**src/rtl/instruction_fetch_unit_pkg.sv**
```systemverilog
`default_nettype none
// instruction_fetch_unit_pkg: types and constants shared by the fetch/decode front end.
package instruction_fetch_unit_pkg;

  typedef enum logic [6:0] {
    OPC_LOAD   = 7'b0000011,
    OPC_OP_IMM = 7'b0010011,
    OPC_AUIPC  = 7'b0010111,
    OPC_STORE  = 7'b0100011,
    OPC_OP     = 7'b0110011,
    OPC_LUI    = 7'b0110111,
    OPC_BRANCH = 7'b1100011,
    OPC_JALR   = 7'b1100111,
    OPC_JAL    = 7'b1101111,
    OPC_SYSTEM = 7'b1110011
  } opcode_e;

  // addi x0, x0, 0 -- inserted by decode as a bubble
  localparam logic [31:0] NOP_INSTR = 32'h0000_0013;

  typedef struct packed {
    logic [31:0] pc;
    logic [31:0] instr;
  } fetch_entry_t;

  function automatic logic [31:0] word_align(input logic [31:0] addr);
    return {addr[31:2], 2'b00};
  endfunction

endpackage
`default_nettype wire

```
**src/rtl/fetch_fifo.sv**
```systemverilog
`default_nettype none
// fetch_fifo: synchronous FIFO of fetch entries; flush wins over push and pop.
module fetch_fifo
  import instruction_fetch_unit_pkg::*;
#(
  parameter int DEPTH = 4
) (
  input  logic                       clk,
  input  logic                       reset,
  input  logic                       push,
  input  fetch_entry_t               push_data,
  input  logic                       pop,
  input  logic                       flush,
  output logic [$clog2(DEPTH+1)-1:0] count,
  output logic                       empty,
  output fetch_entry_t               head
);

  localparam int PW = (DEPTH > 1) ? $clog2(DEPTH) : 1;
  localparam int CW = $clog2(DEPTH + 1);

  fetch_entry_t   mem [DEPTH];
  logic [PW-1:0]  rd_ptr;
  logic [PW-1:0]  wr_ptr;
  logic           do_push;
  logic           do_pop;

  // Pointers wrap explicitly so DEPTH need not be a power of two.
  function automatic logic [PW-1:0] ptr_inc(input logic [PW-1:0] p);
    return (p == PW'(DEPTH - 1)) ? '0 : p + 1'b1;
  endfunction

  assign empty   = (count == '0);
  assign do_push = push && (count != CW'(DEPTH));
  assign do_pop  = pop && !empty;
  assign head    = mem[rd_ptr];

  always_ff @(posedge clk) begin
    if (reset) begin
      rd_ptr <= '0;
      wr_ptr <= '0;
      count  <= '0;
      for (int i = 0; i < DEPTH; i++) begin
        mem[i] <= '0;
      end
    end else if (flush) begin
      rd_ptr <= '0;
      wr_ptr <= '0;
      count  <= '0;
    end else begin
      if (do_push) begin
        mem[wr_ptr] <= push_data;
        wr_ptr      <= ptr_inc(wr_ptr);
      end
      if (do_pop) begin
        rd_ptr <= ptr_inc(rd_ptr);
      end
      count <= count + CW'(do_push) - CW'(do_pop);
    end
  end

endmodule
`default_nettype wire

```
**src/rtl/instruction_fetch_unit.sv**
```systemverilog
`default_nettype none
// instruction_fetch_unit: credit-limited PC sequencer feeding a small instruction buffer,
// with redirect flush and in-flight response discard.
module instruction_fetch_unit
  import instruction_fetch_unit_pkg::*;
#(
  parameter logic [31:0] RESET_PC   = 32'h0000_0000,
  parameter int          FIFO_DEPTH = 4
) (
  input  logic        clk,
  input  logic        reset,
  output logic        imem_req_valid,
  input  logic        imem_req_ready,
  output logic [31:0] imem_req_addr,
  input  logic        imem_rsp_valid,
  input  logic [31:0] imem_rsp_data,
  input  logic        redirect_valid,
  input  logic [31:0] redirect_pc,
  output logic        id_valid,
  input  logic        id_ready,
  output logic [31:0] id_instruction,
  output logic [31:0] id_pc
);

  localparam int CW = $clog2(FIFO_DEPTH + 1);

  logic [31:0]   fetch_pc;
  logic [31:0]   rsp_pc;
  logic [CW-1:0] outstanding;
  logic [CW-1:0] discard_cnt;
  logic [CW-1:0] fifo_count;
  logic [CW-1:0] outstanding_after_rsp;
  logic          fifo_empty;
  logic          credit;
  logic          req_fire;
  logic          rsp_fire;
  logic          push;
  logic          pop;
  fetch_entry_t  push_entry;
  fetch_entry_t  head;

  // In-flight requests reserve a buffer slot, so the FIFO can never overflow.
  assign credit = ({1'b0, outstanding} + {1'b0, fifo_count}) < (CW + 1)'(FIFO_DEPTH);

  assign imem_req_valid = !reset && !redirect_valid && credit;
  assign imem_req_addr  = word_align(fetch_pc);
  assign req_fire       = imem_req_valid && imem_req_ready;

  // A response with nothing outstanding is a protocol error and is ignored.
  assign rsp_fire              = imem_rsp_valid && (outstanding != '0);
  assign outstanding_after_rsp = outstanding - CW'(rsp_fire);

  assign push       = rsp_fire && !redirect_valid && (discard_cnt == '0);
  assign pop        = id_valid && id_ready;
  assign push_entry = '{pc: rsp_pc, instr: imem_rsp_data};

  always_ff @(posedge clk) begin
    if (reset) begin
      fetch_pc    <= RESET_PC;
      rsp_pc      <= RESET_PC;
      outstanding <= '0;
      discard_cnt <= '0;
    end else if (redirect_valid) begin
      fetch_pc    <= word_align(redirect_pc);
      rsp_pc      <= word_align(redirect_pc);
      outstanding <= outstanding_after_rsp;
      // Earlier discards are a subset of outstanding, so after a redirect every
      // response still in flight is wrong-path; this also keeps chained redirects exact.
      discard_cnt <= outstanding_after_rsp;
    end else begin
      if (req_fire) begin
        fetch_pc <= fetch_pc + 32'd4;
      end
      outstanding <= outstanding + CW'(req_fire) - CW'(rsp_fire);
      if (rsp_fire) begin
        if (discard_cnt != '0) begin
          discard_cnt <= discard_cnt - 1'b1;
        end else begin
          rsp_pc <= rsp_pc + 32'd4;
        end
      end
    end
  end

  fetch_fifo #(
    .DEPTH(FIFO_DEPTH)
  ) u_fetch_fifo (
    .clk      (clk),
    .reset    (reset),
    .push     (push),
    .push_data(push_entry),
    .pop      (pop),
    .flush    (redirect_valid),
    .count    (fifo_count),
    .empty    (fifo_empty),
    .head     (head)
  );

  assign id_valid       = !fifo_empty;
  assign id_pc          = head.pc;
  assign id_instruction = head.instr;

endmodule
`default_nettype wire

```
**config.mk**
```make
export PLATFORM = sky130hd
export DESIGN_NAME = instruction_fetch_unit
export DESIGN_NICKNAME = d
export VERILOG_FILES = /design/src/rtl/instruction_fetch_unit_pkg.sv /design/src/rtl/fetch_fifo.sv /design/src/rtl/instruction_fetch_unit.sv
export SDC_FILE = /design/constraint.sdc
export NUM_CORES = 1
export LEC_CHECK = 0
export ABC_AREA = 1
export CELL_PAD_IN_SITES_DETAIL_PLACEMENT = 1
export CELL_PAD_IN_SITES_GLOBAL_PLACEMENT = 2
export CORE_MARGIN = 8
export CORE_UTILIZATION = 37
export CTS_CLUSTER_DIAMETER = 50
export DETAILED_ROUTE_END_ITERATION = 6
export GPL_ROUTABILITY_DRIVEN = 0
export HOLD_SLACK_MARGIN = 0.03
export PLACE_DENSITY = 0.93
export SYNTH_ARGS = -nofsm -noshare
export SYNTH_HDL_FRONTEND = slang
export SYNTH_SLANG_ARGS = --single-unit
```
**constraint.sdc**
```tcl
create_clock -name clk -period 17 [get_ports clk]
set_input_delay 3.4 -clock clk [delete_from_list [all_inputs] [get_ports clk]]
set_output_delay 3.4 -clock clk [all_outputs]
set_load 0.02 [all_outputs]
```
# [Word level (Yosys, flattened, before mapping)]
# Memory sizes are Yosys's and may differ from the RTL's. A register that Yosys moved wholly into a read port is not among the register bits.
# Cells that the tools add are included.
[word_totals] out_inout_bits=98 memories=1 elab_cells=73 reg_bits=77 ramBits=256 input_bits=70
[classes] add_sub_neg=11 n_bitwise=1 n_eq_ne=4 mux=22 order_cmp=1 reduce_logical=24
[memory_table] memory="u_fetch_fifo.mem" words=4 word_bits=64 read_ports=1 rd_clocked_by_memory_dff=1 write_ports=4 line="fetch_fifo.sv:22" text="fetch_entry_t mem [DEPTH];"
[op_table] op="two-way mux 32 bit" n=5
[op_table] op="adder 32 x 3 -> 32 bit, second input constant" n=2
[op_table] op="two-way mux 64 bit" n=1
[op_table] op="OR reduction 64 bit" n=1
[op_table] op="two-way mux 3 bit" n=4
[op_table] op="two-way mux 2 bit" n=5
[op_table] op="logical AND 1 bit" n=9
[op_table] op="subtractor 3 x 1 -> 3 bit" n=3
[op_table] op="two-way mux 1 bit" n=7
[op_table] op="adder 3 x 1 -> 3 bit" n=2
[op_table] op="zero test 3 bit" n=2
[op_table] op="AND reduction 2 bit" n=3
[op_table] op="nonzero test 2 bit" n=3
[op_table] op="nonzero test 3 bit" n=2
[op_table] op="adder 2 x 1 -> 2 bit, second input constant" n=2
[op_table] op="adder 3 x 3 -> 4 bit" n=1
[op_table] op="== test 2 bit, second input constant" n=2
[op_table] op="< comparator 4 x 3 -> 1 bit, second input constant" n=1
[op_table] op="zero test 1 bit" n=3
[op_table] op="inequality test 3 bit, second input constant" n=1
[op_table] op="subtractor 3 x 1 -> 3 bit, second input constant" n=1
[op_table] op="inequality test 2 bit, second input constant" n=1
[op_table] op="OR reduction 2 bit" n=1
[op_table] op="inverter 1 bit" n=1

# [Longest topological paths before layout]
# Gate-level depths: netlist of run 1.
[logic_depth] depth_word=11 depth_mapped=13 depth_no_buf=13

# [By module]
# From an unflattened synthesis of run 1, not the netlist that was laid out.
[unflattened] cells_unflattened=1858 area_unflattened_um2=16146.7
[by_module_without_submodules] mod="fetch_fifo" cells_each=1039 seq_area_each_um2=7867.5 area_per_inst_um2=11394.7 n_inst=1
[by_module_without_submodules] mod="instruction_fetch_unit" cells_each=819 seq_area_each_um2=1321.3 area_per_inst_um2=4752.1 n_inst=1

# [Worst setup path after synthesis of run 1]
# No wires, ideal clock.
[synth_timing] path_type="input to register" startpoint="input port redirect_valid" endpoint="memory u_fetch_fifo.mem[3][0] in the netlist's numbering, enable pin" path_stages=4 arrival_time_ps=8438 path_slack_ps=7988 required_ps=16426 cell_sequence="buf_2 nor2_8 nand2_4 o31ai_1"
[synth_rtl] item="from (decl)" line="instruction_fetch_unit.sv:17" text="input logic redirect_valid,"
[synth_rtl] item="to (decl)" line="fetch_fifo.sv:22"

# [Final worst setup path of run 1]
[layout_timing] startpoint="input port redirect_valid" endpoint="output port imem_req_valid"
[layout_between] elab_chain_cells=3
[layout_lines] item="zero test 1 bit" line="instruction_fetch_unit.sv:45" text="assign imem_req_valid = !reset && !redirect_valid && credit;"
[layout_lines] item="logical AND 1 bit (2 in a row)" line="instruction_fetch_unit.sv:45"
[layout_lines] item="to (decl)" line="instruction_fetch_unit.sv:12" text="output logic imem_req_valid,"
# No other way between the ends.

==> results by group, run 1 <==
Run
  – Max Cap Viol: 0

Yosys
  – Flops & latches, synth: 323
  – Synth top area share: 48.2%
  – Seq/Total Area, Yosys: 57.9%
  – Mapped Cells: 1776
  – Most area-consuming cells after synthesis: edfxtp_1 48%, nor2_1 11%, dfxtp_1 9.7%
  – EDFF count, synth: 248
  – Top cells by count, synth: 468 x nor2_1, 274 x nand2_1, 248 x edfxtp_1, 178 x o21ai_0, 162 x inv_1
  – Yosys warns: 0
  – Most common cell in the netlist: nor2_1
  – Fraction of registers with async set/reset: 0%
  – Ys flop type: edfxtp_1
  – Distinct cells, synth: 39
  – Mapped Avg Cell Area: 8.69 µm²
  – Mapped Area: 0.0154 mm²
  – Largest area contributor in the netlist: edfxtp_1

Power
  – Leak pwr: 7.20 nW
  – Maximum vdd drop: 0.0672 mV
  – Pwr dens: 112 mW/mm²

Placement
  – Port Buf Inserts: 161
  – DP Wirelength: 30500 µm
  – Placed Cells incl. Taps: 2402
  – DP Worst Slack: 8.14 ns

Run status
  – Status: completed

Floorplan
  – # IOs: 168
  – Chip height: 220 µm
  – Initial Utilization: 37.1%
  – Die ar.: 0.0485 mm²
  – Cell Rows: 75
  – Core region area: 0.0416 mm²
  – Die width: 220 µm

Critical path
  – CP startpoint: redirect_valid
  – Critical path's largest stage delay: 0.64 ns
  – Worst setup SP type: input pin
  – Kind of critical path: input pin to output pin
  – Worst reg2reg path depth: 13
  – CP endpoint: imem_req_valid
  – Critical Path RT: 13.60 ns
  – Critical-path cell list: clkdlybuf4s50_1, buf_4, nor2_4, nand2_1, nor2_1, clkdlybuf4s50_1
  – Critical path fanouts, max: 36
  – CP max stage cell: clkdlybuf4s50_1
  – Reg-to-reg critical path endpoint: u_fetch_fifo.mem[2][28]
  – Crit end category: output pin
  – FF-to-FF Start: discard_cnt[0]
  – Reg2reg setup slack: 12.61 ns
  – CP Data Arrival Time: 5.39 ns
  – Most frequent CP cell: clkdlybuf4s50_1

STA
  – Fmax: 114 MHz
  – Final hold slack: 0.529 ns
  – Worst slew pin tran: 1.06 ns
  – TNS Setup: 0 ns
  – Fin. max-slew vios: 0
  – Max_slew headroom: 29.1%
  – Tcrit/Tclk final: 51.7%
  – Setup violations, final: 0
  – Minimum clock period: 8.79 ns
  – Unrepaired setup endpoints after global routing: false
  – Final Skew: 0.0169 ns
  – Final Hold Vio Count: 0
  – Final worst setup slack: 8.21 ns

Global route
  – Initial antenna violation count: 0
  – All-Layer GR Usage: 19.8%
  – Global-route wire length before repair: 75500 µm
  – Largest net degree at the start of global routing: 101
  – Number of global-route vias before repair: 13.8k
  – Global route overflow: 0

Drt
  – Drt total wl: 48300 µm
  – Via count: 12.9k
  – DR vias/cell: 5.22
  – Avg WL per Cell: 19.5 µm
  – Initial DRC Count: 808
  – Antenna Nets Post-Route: 0
  – Drt pass-1 iters: 5
  – DRC viols: 0

CTS
  – Clock sink count: 323
  – Post-CTS setup buffers: 0
  – Post-CTS Hold Buffers: 0
  – CTS max path bufs: 3
  – Worst-Skew Late Latency: 0.53 ns
  – # H-tree levels: 2
  – Post-cts gate resize count: 0
  – Clock Pin Slew Worst Setup and Hold Paths: 0.06 ns
  – CTS tree: done
  – Num CTS Buffers: 39
  – Clk root buf: clkbuf_16

Final layout
  – Total area of sequential cells: 0.00895 mm²
  – Non-Filler Instances: 2471
  – Synth-to-Final Area Change: 21.3%
  – Final-layout fill cell count: 4803
  – Diodes inserted: 0
  – Fin util: 45.1%
  – Final #Nets: 1990
  – Area of the multi-input gates: 0.00548 mm²
  – Share of post-route cells with drive strength above 1: 4.66%

Worst hold path
  – Hold Path Depth: 2
  – Worst hold-check path type: flop to flop
-- final cells by class --
type | instances | area share (%)
clock inverter | 20 | 1.47
timing repair buffer | 174 | 9.12
tap | 539 | 3.60
multi-input combinational | 1199 | 29.3
clock buffer | 49 | 5.41
inverter | 167 | 3.35
sequential | 323 | 47.8
-- per-stage QoR --
step / total power [mW] / area, µm²
after floorplan: 1.13 / 15500
after global placement: 1.25 / 17400
after detailed placement: 1.26 / 17400
after CTS: 2.12 / 18700
after global routing: 2.17 / 18700
final: 2.09 / 18700
-- registers in the layout (all words and copies together), names as in the netlist, named ones only --
register,count
rsp_pc,30
fetch_pc,30
u_fetch_fifo.wr_ptr,2
discard_cnt,3
u_fetch_fifo.rd_ptr,2
u_fetch_fifo.mem,248
u_fetch_fifo.count,3
outstanding,3
-- worst min path at each step --
stage                                       from             end  slack, ns
final                     u_fetch_fifo.rd_ptr[1]            flop       0.53
after global routing              discard_cnt[1]  discard_cnt[1]       0.56
after CTS                         discard_cnt[1]  discard_cnt[1]       0.54
after detailed placement          discard_cnt[1]  discard_cnt[1]       0.53
after global placement            discard_cnt[1]  discard_cnt[1]       0.49
after floorplan                   discard_cnt[1]  discard_cnt[1]       0.47
-- worst max-delay path, delay by kind of cell --
kind	cells	cell delay, ns
buffers and inverters	3	1.31
AND/OR/NAND/NOR	3	0.67
-- cells in the final DEF (no fill, tap or decap), types with 3 or more instances in the layout --
cell and n:
nand2_1 271, nand2_2 4, nand3_1 75, edfxtp_1 248
o22ai_1 66, nand3b_1 7, clkinv_2 4, a31oi_1 4
o21ai_0 178, ha_1 14, inv_6 5, clkinv_1 6
clkdlybuf4s50_1 161, conb_1 4, a21oi_1 50, bufinv_16 6
nand4_1 6, dfxtp_1 73, inv_1 161, nor2_1 468
xnor2_1 6, buf_4 13, xor2_1 5, clkbuf_16 39
clkbuf_1 10, o21bai_1 3, nor3_1 17, nand2_4 4
-- report_power, final --
part / switching, mW / leakage (nW) / internal [mW]
clock network: 0.330 / 0.619 / 0.517
registers: 0.0312 / 3.18 / 0.899
logic: 0.204 / 3.40 / 0.112
total: 0.565 / 7.20 / 1.53
-- routing by layer --
layer | track usage [%] | up-vias | wire [µm]
met3 | 3.68 | 73 | 2750
met2 | 35.5 | 320 | 24000
met1 | 24.1 | 6386 | 20300
li1 | - | 6131 | -
met5 | 0 | - | 0
met4 | 5.71 | 0 | 1170
-- cell families after synthesis --
kind of cell,count (synthesis),share of synthesized area [%]
AO/OA/AOI/OAI,308,10.8
XOR/XNOR,11,0.624
adder cells (fa/ha/maj),16,1.39
buffers and inverters,257,6.78
flip-flops,323,57.9
other,1,0.0243
AND/OR/NAND/NOR,860,22.5
(Power assumes the default switching activity.)
==> inputs of run 2 (changes only) <==
- CORE_UTILIZATION: 37 -> 35
- PLACE_DENSITY: 0.93 -> 0.89
- clock period: 17 -> 8.8 ns (I/O delays scaled with it)
==> results by group, run 2 (same netlist as run 1, synthesis figures left out) <==
Run status
  – Status: completed

CTS
  – Post-CTS Hold Buffers: 0
  – CTS tree: done
  – Post-cts gate resize count: 0
  – Worst-Skew Late Latency: 0.56 ns
  – Clock sink count: 323
  – Clock Pin Slew Worst Setup and Hold Paths: 0.06 ns
  – Num CTS Buffers: 41
  – Post-CTS setup buffers: 0
  – # H-tree levels: 2
  – CTS max path bufs: 3
  – Clk root buf: clkbuf_16

STA
  – Final Skew: 0.0208 ns
  – Worst slew pin tran: 1.07 ns
  – Final hold slack: 0.500 ns
  – TNS Setup: 0 ns
  – Minimum clock period: 5.70 ns
  – Setup violations, final: 0
  – Final worst setup slack: 3.10 ns
  – Max_slew headroom: 28.6%
  – Fin. max-slew vios: 0
  – Tcrit/Tclk final: 64.7%
  – Unrepaired setup endpoints after global routing: false
  – Final Hold Vio Count: 0
  – Fmax: 176 MHz

Worst hold path
  – Worst hold-check path type: flop to flop
  – Beginning of the worst hold path: discard_cnt[1]
  – Hold Path Depth: 2
  – Worst Hold Path EP: discard_cnt[1]

Final layout
  – Biggest regs: u_fetch_fifo.mem (248), fetch_pc (30), rsp_pc (30)
  – Max reg flops: 248
  – Most frequent cells in the layout: 468 x nor2_1, 271 x nand2_1, 248 x edfxtp_1
  – Biggest register: u_fetch_fifo.mem
  – Synth-to-Final Area Change: 22.5%
  – Diodes inserted: 0
  – Share of post-route cells with drive strength above 1: 5.05%
  – Commonest non-fill, non-tap cell in the layout: nor2_1
  – Fin util: 43.0%
  – Final #Nets: 1995

Critical path
  – FF-to-FF Start: discard_cnt[0]
  – Worst setup SP type: input pin
  – Reg-to-reg critical path endpoint: u_fetch_fifo.mem[2][29]
  – Bufs and invs on worst path: 4
  – Critical Path RT: 9.07 ns
  – Critical-path cell list: clkdlybuf4s50_1, buf_4, clkinv_1, nand2_4, nor2_4, nand2_4, nand2_2, buf_4
  – Worst reg2reg path depth: 13
  – CP max stage cell: nand2_4
  – CP Data Arrival Time: 5.96 ns
  – Critical path fanouts, max: 76
  – Kind of critical path: input pin to flop
  – Critical path's largest stage delay: 0.91 ns
  – Reg2reg setup slack: 4.43 ns
  – Worst path top cell family by delay: simple AND/OR/NAND/NOR gates
  – Crit end category: flop

Drt
  – Antenna Nets Post-Route: 0
  – DR vias/cell: 5.17
  – Drt total wl: 49300 µm
  – Avg WL per Cell: 19.5 µm
  – Drt pass-1 iters: 5
  – DRC viols: 0
  – Via count: 13.1k
  – Initial DRC Count: 840

Power
  – Maximum vdd drop: 0.114 mV
  – Switching Fraction: 27.5%
  – Int Pwr: 2.98 mW
  – Comb power frac: 14.9%
  – Leak pwr: 7.27 nW
  – Register share of total power: 43.7%
  – Clock share of power: 41.5%
  – Pwr dens: 218 mW/mm²
  – P_sw: 1.13 mW
  – Total power: 4.11 mW

Global route
  – Global route overflow: 0
  – Largest net degree at the start of global routing: 103
  – Global-route wire length before repair: 76800 µm
  – All-Layer GR Usage: 19.1%
  – Number of global-route vias before repair: 14.1k
  – Initial antenna violation count: 0

Floorplan
  – Cell Rows: 77
  – # IOs: 168
  – Initial Utilization: 35.2%
  – Die ar.: 0.0511 mm²
  – Core region area: 0.0439 mm²
  – Die width: 226 µm
  – Chip height: 226 µm

Placement
  – DP Wirelength: 31400 µm
  – DP Worst Slack: 2.39 ns
  – Port Buf Inserts: 161

Run
  – Max Cap Viol: 0
## run 2: changes by cell type in the layout (fill, tap and decap cells not counted), moves of 2 or more
cell and delta:
clkinv_2 +3, clkbuf_1 -6, clkbuf_16 +3, inv_6 -4, inv_8 +2, buf_4 +3
clkinv_1 +8
## run 2: how the worst max path moves through the flow
stage,from,endpoint,cells past startpoint
finish,reset,u_fetch_fifo.mem[2][29],8
global route,reset,u_fetch_fifo.mem[0][15],8
floorplan,redirect_valid,u_fetch_fifo.mem[3][0],4
global placement,reset,u_fetch_fifo.mem[0][28],8
CTS,reset,u_fetch_fifo.mem[0][15],8
detailed placement,reset,u_fetch_fifo.mem[0][23],8
## run 2: power by group through the flow
stage / clock network [mW] / logic, mW / registers (mW)
finish: 1.71 / 0.612 / 1.80
detailed placement: 0 / 0.619 / 1.83
global placement: 0 / 0.598 / 1.82
global route: 1.79 / 0.674 / 1.81
CTS: 1.74 / 0.623 / 1.80
floorplan: 0 / 0.354 / 1.82
## run 2: worst reg2reg max path, cell delays in order (launching register included)
cell and delay (ns):
dfxtp_1 0.31, inv_1 0.11, ha_1 0.16, inv_1 0.04
nor2_2 0.17, nand3_4 0.19, nor2_8 0.25, nand2_4 0.12
inv_2 0.12, nand2_4 0.52, nor2_4 0.38, nand2_4 0.50
nand2_2 0.66, buf_4 0.48
## run 2: area by class of cell
| class | count | area (µm²) |
|---|---|---|
| Clock buffer | 46 | 1070 |
| Clock inverter | 29 | 310 |
| Fill cell | 5138 | 25000 |
| Inverter | 167 | 628 |
| Multi-Input combinational cell | 1199 | 5480 |
| Sequential cell | 323 | 8950 |
| Tap cell | 592 | 741 |
| Timing Repair Buffer | 177 | 1730 |
## run 2: stage by stage
step / instance area (µm²) / std cells
floorplan: 15500 / 1779
global placement: 17500 / 2458
detailed placement: 17500 / 2458
CTS: 18900 / 2533
global route: 18900 / 2533
finish: 18900 / 2533
## run 2: layer usage
metal	part of all wire [%]	track usage, %	vias to the layer above	wire, µm
met5	0	0	-	0
met4	2.9	6.23	0	1430
met3	5.2	3.80	86	2580
met2	50	34.4	328	24700
met1	42	22.6	6519	20600
li1	-	-	6165	-
